### config.mk
export PLATFORM = sky130hd
export DESIGN_NAME = ps2_mouse_ctrl
export DESIGN_NICKNAME = d
export VERILOG_FILES = /design/src/rtl/ps2_mouse_ctrl.sv
export SDC_FILE = /design/constraint.sdc
export NUM_CORES = 1
export LEC_CHECK = 0
export CORE_UTILIZATION = 63
export DETAILED_ROUTE_END_ITERATION = 7
export DONT_BUFFER_PORTS = 1
export PLACE_DENSITY = 0.87
export SYNTH_ARGS = -nofsm -noshare
export SYNTH_HDL_FRONTEND = slang
export SYNTH_SLANG_ARGS = --single-unit
### constraint.sdc
create_clock -name clk -period 2.2 [get_ports clk]
set_input_delay 0.22 -clock clk [delete_from_list [all_inputs] [get_ports clk]]
set_output_delay 0.22 -clock clk [all_outputs]
set_load 0.01 [all_outputs]
### src/rtl/ps2_mouse_ctrl.sv
// rtl/ps2_mouse_ctrl.sv - PS/2 mouse host: reset/enable handshake, packet framing, overflow saturation
// Produces the 25-bit packet word (toggle + Y + X + status) for the Zapper stage.
module ps2_mouse_ctrl #(
  parameter int INIT_TIMEOUT = 50_000_000,
  parameter int BYTE_TIMEOUT = 2_000_000
) (
  input  logic        clk,
  input  logic        reset,
  input  logic [7:0]  rx_data,
  input  logic        rx_valid,
  input  logic        rx_error,
  output logic [7:0]  tx_data,
  output logic        tx_req,
  input  logic        tx_done,
  output logic [24:0] ps2_mouse,
  output logic        ready
);

  typedef enum logic [2:0] {
    SEND_RST, WAIT_ACK1, WAIT_BAT, WAIT_ID, SEND_EN, WAIT_ACK2, STREAM
  } state_t;

  localparam int MAXT = (INIT_TIMEOUT > BYTE_TIMEOUT) ? INIT_TIMEOUT : BYTE_TIMEOUT;
  localparam int CW   = $clog2(MAXT + 1);
  localparam logic [CW-1:0] INIT_LAST = CW'(INIT_TIMEOUT - 1);
  localparam logic [CW-1:0] BYTE_LAST = CW'(BYTE_TIMEOUT - 1);

  state_t        state;
  state_t        wait_next;
  logic [CW-1:0] cnt;
  logic [1:0]    idx;
  logic [7:0]    b0, b1;
  logic [7:0]    expect_byte;
  logic [7:0]    b1_sat, b2_sat;

  always_comb begin
    expect_byte = 8'hFA;
    wait_next   = SEND_RST;
    case (state)
      WAIT_ACK1: begin expect_byte = 8'hFA; wait_next = WAIT_BAT;  end
      WAIT_BAT:  begin expect_byte = 8'hAA; wait_next = WAIT_ID;   end
      WAIT_ID:   begin expect_byte = 8'h00; wait_next = SEND_EN;   end
      WAIT_ACK2: begin expect_byte = 8'hFA; wait_next = STREAM;    end
      default:   begin expect_byte = 8'hFA; wait_next = SEND_RST;  end
    endcase
  end

  // Overflowed axes clamp to the 9-bit extreme matching their sign bit.
  always_comb begin
    b1_sat = b0[6] ? (b0[4] ? 8'h00 : 8'hFF) : b1;
    b2_sat = b0[7] ? (b0[5] ? 8'h00 : 8'hFF) : rx_data;
  end

  always_ff @(posedge clk) begin
    if (reset) begin
      state     <= SEND_RST;
      cnt       <= '0;
      idx       <= 2'd0;
      b0        <= 8'h00;
      b1        <= 8'h00;
      tx_data   <= 8'h00;
      tx_req    <= 1'b0;
      ps2_mouse <= 25'd0;
      ready     <= 1'b0;
    end else begin
      case (state)
        SEND_RST, SEND_EN: begin
          if (rx_error || (!(tx_req && tx_done) && cnt == INIT_LAST)) begin
            // Drop the request so the retry reissues FF cleanly.
            state  <= SEND_RST;
            cnt    <= '0;
            tx_req <= 1'b0;
          end else if (tx_req && tx_done) begin
            tx_req <= 1'b0;
            cnt    <= '0;
            state  <= (state == SEND_RST) ? WAIT_ACK1 : WAIT_ACK2;
          end else begin
            cnt <= cnt + 1'b1;
            if (!tx_req) begin
              tx_req  <= 1'b1;
              tx_data <= (state == SEND_RST) ? 8'hFF : 8'hF4;
            end
          end
        end
        WAIT_ACK1, WAIT_BAT, WAIT_ID, WAIT_ACK2: begin
          cnt <= '0;
          if (rx_error) begin
            state <= SEND_RST;
          end else if (rx_valid) begin
            if (rx_data == expect_byte) begin
              state <= wait_next;
              if (state == WAIT_ACK2) ready <= 1'b1;
            end else begin
              state <= SEND_RST;
            end
          end else if (cnt == INIT_LAST) begin
            state <= SEND_RST;
          end else begin
            cnt <= cnt + 1'b1;
          end
        end
        STREAM: begin
          cnt <= '0;
          if (rx_error) begin
            idx <= 2'd0;
          end else if (rx_valid) begin
            case (idx)
              2'd0: begin
                if (rx_data[3]) begin
                  b0  <= rx_data;
                  idx <= 2'd1;
                end
              end
              2'd1: begin
                b1  <= rx_data;
                idx <= 2'd2;
              end
              default: begin
                ps2_mouse <= {~ps2_mouse[24], b2_sat, b1_sat, b0};
                idx       <= 2'd0;
              end
            endcase
          end else if (idx != 2'd0) begin
            if (cnt == BYTE_LAST) idx <= 2'd0;
            else                  cnt <= cnt + 1'b1;
          end
        end
        default: state <= SEND_RST;
      endcase
    end
  end

endmodule
==> impl_metrics.ini <==
[run_status]
outcome = completed

[logic_synthesis]
yosys-top-cells-area = dfxtp_1 (43%), nand2_1 (5.7%), nor2_1 (5.7%)
synth_top_cell_by_area = dfxtp_1
synth.distinct_cells = 56
avgSynthCellArea_sq_um = 8.41
yosys.area.top_type_share_pct = 43.2
syn_area_sq_um = 3530
synthCells = 419
ys_warn_count = 0
synth_edf_count = 0
async_reset_ff_share_pct = 0
yosysSeqAreaShare_pct = 43.2
synth_nets = 434
synth-seq-cells = 76
yosys_most_used_dff = dfxtp_1

[worst_setup_path]
critical-path-top-delay-family = compound AO/OA/AOI/OAI gates
worstSetupStartpointType = register
worstReg2RegStart = cnt[22]
crit_fanout = 12
reg2reg_to = cnt[3]
end_kind = register
r2r_cells = 6
crit_required_ps = 2450
max_stage_delay_ps = 600
crit_type = reg2reg
worstPathArrival_ps = 2370
rrSetupSlack_ps = 70
path_cells = nand4_1, or4_4, a22oi_2, a31oi_4, a21o_1, a22o_1
crit_path_top_delay_cell = or4_4
critPathBufInv = 0

[detailed_routing]
dr.pass1.iters = 5
via_per_inst = 5.98
drcViolationCount = 0
wl_um = 7990
vias = 2988
drt_iter0_drc = 161
wl_per_cell_um = 16.0
drtAntennaViolNets = 0

[place]
place_area_sq_um = 3600
gp_congestion = 0.849
portBuffers = 0
dp_hpwl_um = 5610
dp_cells = 481

[sta]
fin_setup_tns_ps = 0
hold_viol = 0
clock_skew_ps = 8.94
max_slew_margin_pct = 65.7
fin_crit_sh_pct = 96.6
slew_violations = 0
rsz0062_at_grt = false
whs_ps = 6.84
worst_pin_slew_ps = 512
max_clock_freq_mhz = 470
period_needed_ps = 2130
setup_viol = 0

[min_path]
hp-class = in2reg
holdPathStages = 2
hold_start = rx_data[4]
holdPathEnd = b0[4]

[job]
cap_violations = 0

[finish]
antennaDiodeCount = 0
final_core_utilization_pct = 73.6
area_delta_synth_final_pct = 9.26
mostFrequentLayoutCells = dfxtp_1 (75), nand2_1 (54), nor2_1 (54), a21oi_1 (35), buf_4 (21)
drive_above_1_share_pct = 12.1
num-nets-final = 440
fillerInstances = 386
instances_no_fill = 500
multi_input_area_sq_um = 1830
ff_latch_area_sq_um = 1520
stdcell_area_sq_um = 3850
final_common_cell = dfxtp_1

[clock_tree]
cts_tree = yes
cts.sinks = 76
cts_buffer_depth = 2
cts_made_buffers = 9
clk_latency_ps = 360
cts.clk_slew.worst_paths_ps = 90
htree_levels = 3
cts_root_buffer = clkbuf_8

[global_route]
grt_pass1_vias = 2927
grt_pass1_wl_um = 13500
grt_start_max_net_pins = 53
grt_remaining_overflow = 0
antenna_found_initial = 0
grtUsageTotal_pct = 28.5

[floorplanning]
initial_core_util_pct = 67.3
core_sq_um = 5240
pin_count = 48
die-area_sq_um = 5900
rows = 26
die-width_um = 76.8
dieHeight_um = 76.8

[power_and_ir_drop]
p_per_area_nw_per_um2 = 648
irDropWorstVdd_mv = 0.509
p_leak_uw = 0.00131
[cell type report]
class	instances	area share [%]
Tap cell	70	2.27
Sequential cell	76	39.5
Clock inverter	7	1.46
Clock buffer	9	3.22
Inverter	10	0.974
Timing Repair Buffer	23	5.13
Multi-Input combinational cell	305	47.4
[cell usage after synthesis (2+ instances only)]
master / instances
o211ai_1: 14
nor3_1: 15
xnor2_1: 8
nand2b_1: 2
mux2i_1: 19
dfxtp_1: 76
nand3_1: 17
nor2_1: 54
buf_6: 3
xor2_1: 9
nor3b_1: 2
a21oi_1: 35
nand2_1: 54
a211oi_1: 6
nand4b_1: 3
buf_4: 6
or2_2: 2
nand3b_1: 3
and3_1: 7
inv_1: 10
nor4_1: 3
o21ai_1: 2
o21ai_0: 6
ha_1: 2
buf_2: 7
clkbuf_1: 12
nand4_1: 11
and4_1: 2
and2_1: 2
[metal layers]
layer	wire [um]	global-route usage [%]
met5	0	0
met4	148	10.0
met3	404	7.62
met2	4000	50.4
met1	3440	32.7
[logic make-up after synthesis]
family / Yosys count / share of synthesized area [%]
simple gates: 189 / 26.5
compound gates: 78 / 14.5
flops: 76 / 43.2
buf+inv: 38 / 5.57
mux: 19 / 5.39
xor+xnor: 17 / 4.22
fa+ha+maj: 2 / 0.710
[how the worst max path moves through the flow]
stage	start	endpoint	slack [ps]	cells after the start
2_1_floorplan	cnt[0]	cnt[15]	190	8
3_3_place_gp	cnt[0]	cnt[15]	130	7
3_5_place_dp	cnt[0]	cnt[16]	40	8
4_1_cts	cnt[0]	cnt[16]	20	8
5_1_grt	cnt[15]	cnt[3]	4	6
6_report	cnt[22]	cnt[3]	70	6
[where the power goes]
part	leakage, uW	switching [uW]	internal [uW]
registers	0.000614	22.3	1380
clock network	0.0000789	561	420
logic	0.000615	63.4	47.4
[flip-flops by register name (all words and copies together) (netlist names)]
register   cells
state          3
b1             8
cnt           26
b0             8
tx_req         1
idx            2
ready          1
tx_data        2
ps2_mouse     25
[stage by stage]
step | setup slack (ps) | power (uW)
CTS | 21.4 | 2500
floorplan | 190 | 1530
global placement | 132 | 1510
finish | 74.0 | 2500
global route | 4.20 | 2570
detailed placement | 35.2 | 1520
[timing repair]
action / in CTS / in global routing
gates resized for setup: 0 / 3
hold buffers: 1 / 0
setup endpoints to repair: 0 / 13
buffers inserted: 0 / 2
hold endpoints to repair: 52 / 0
(Power assumes the default switching activity.)
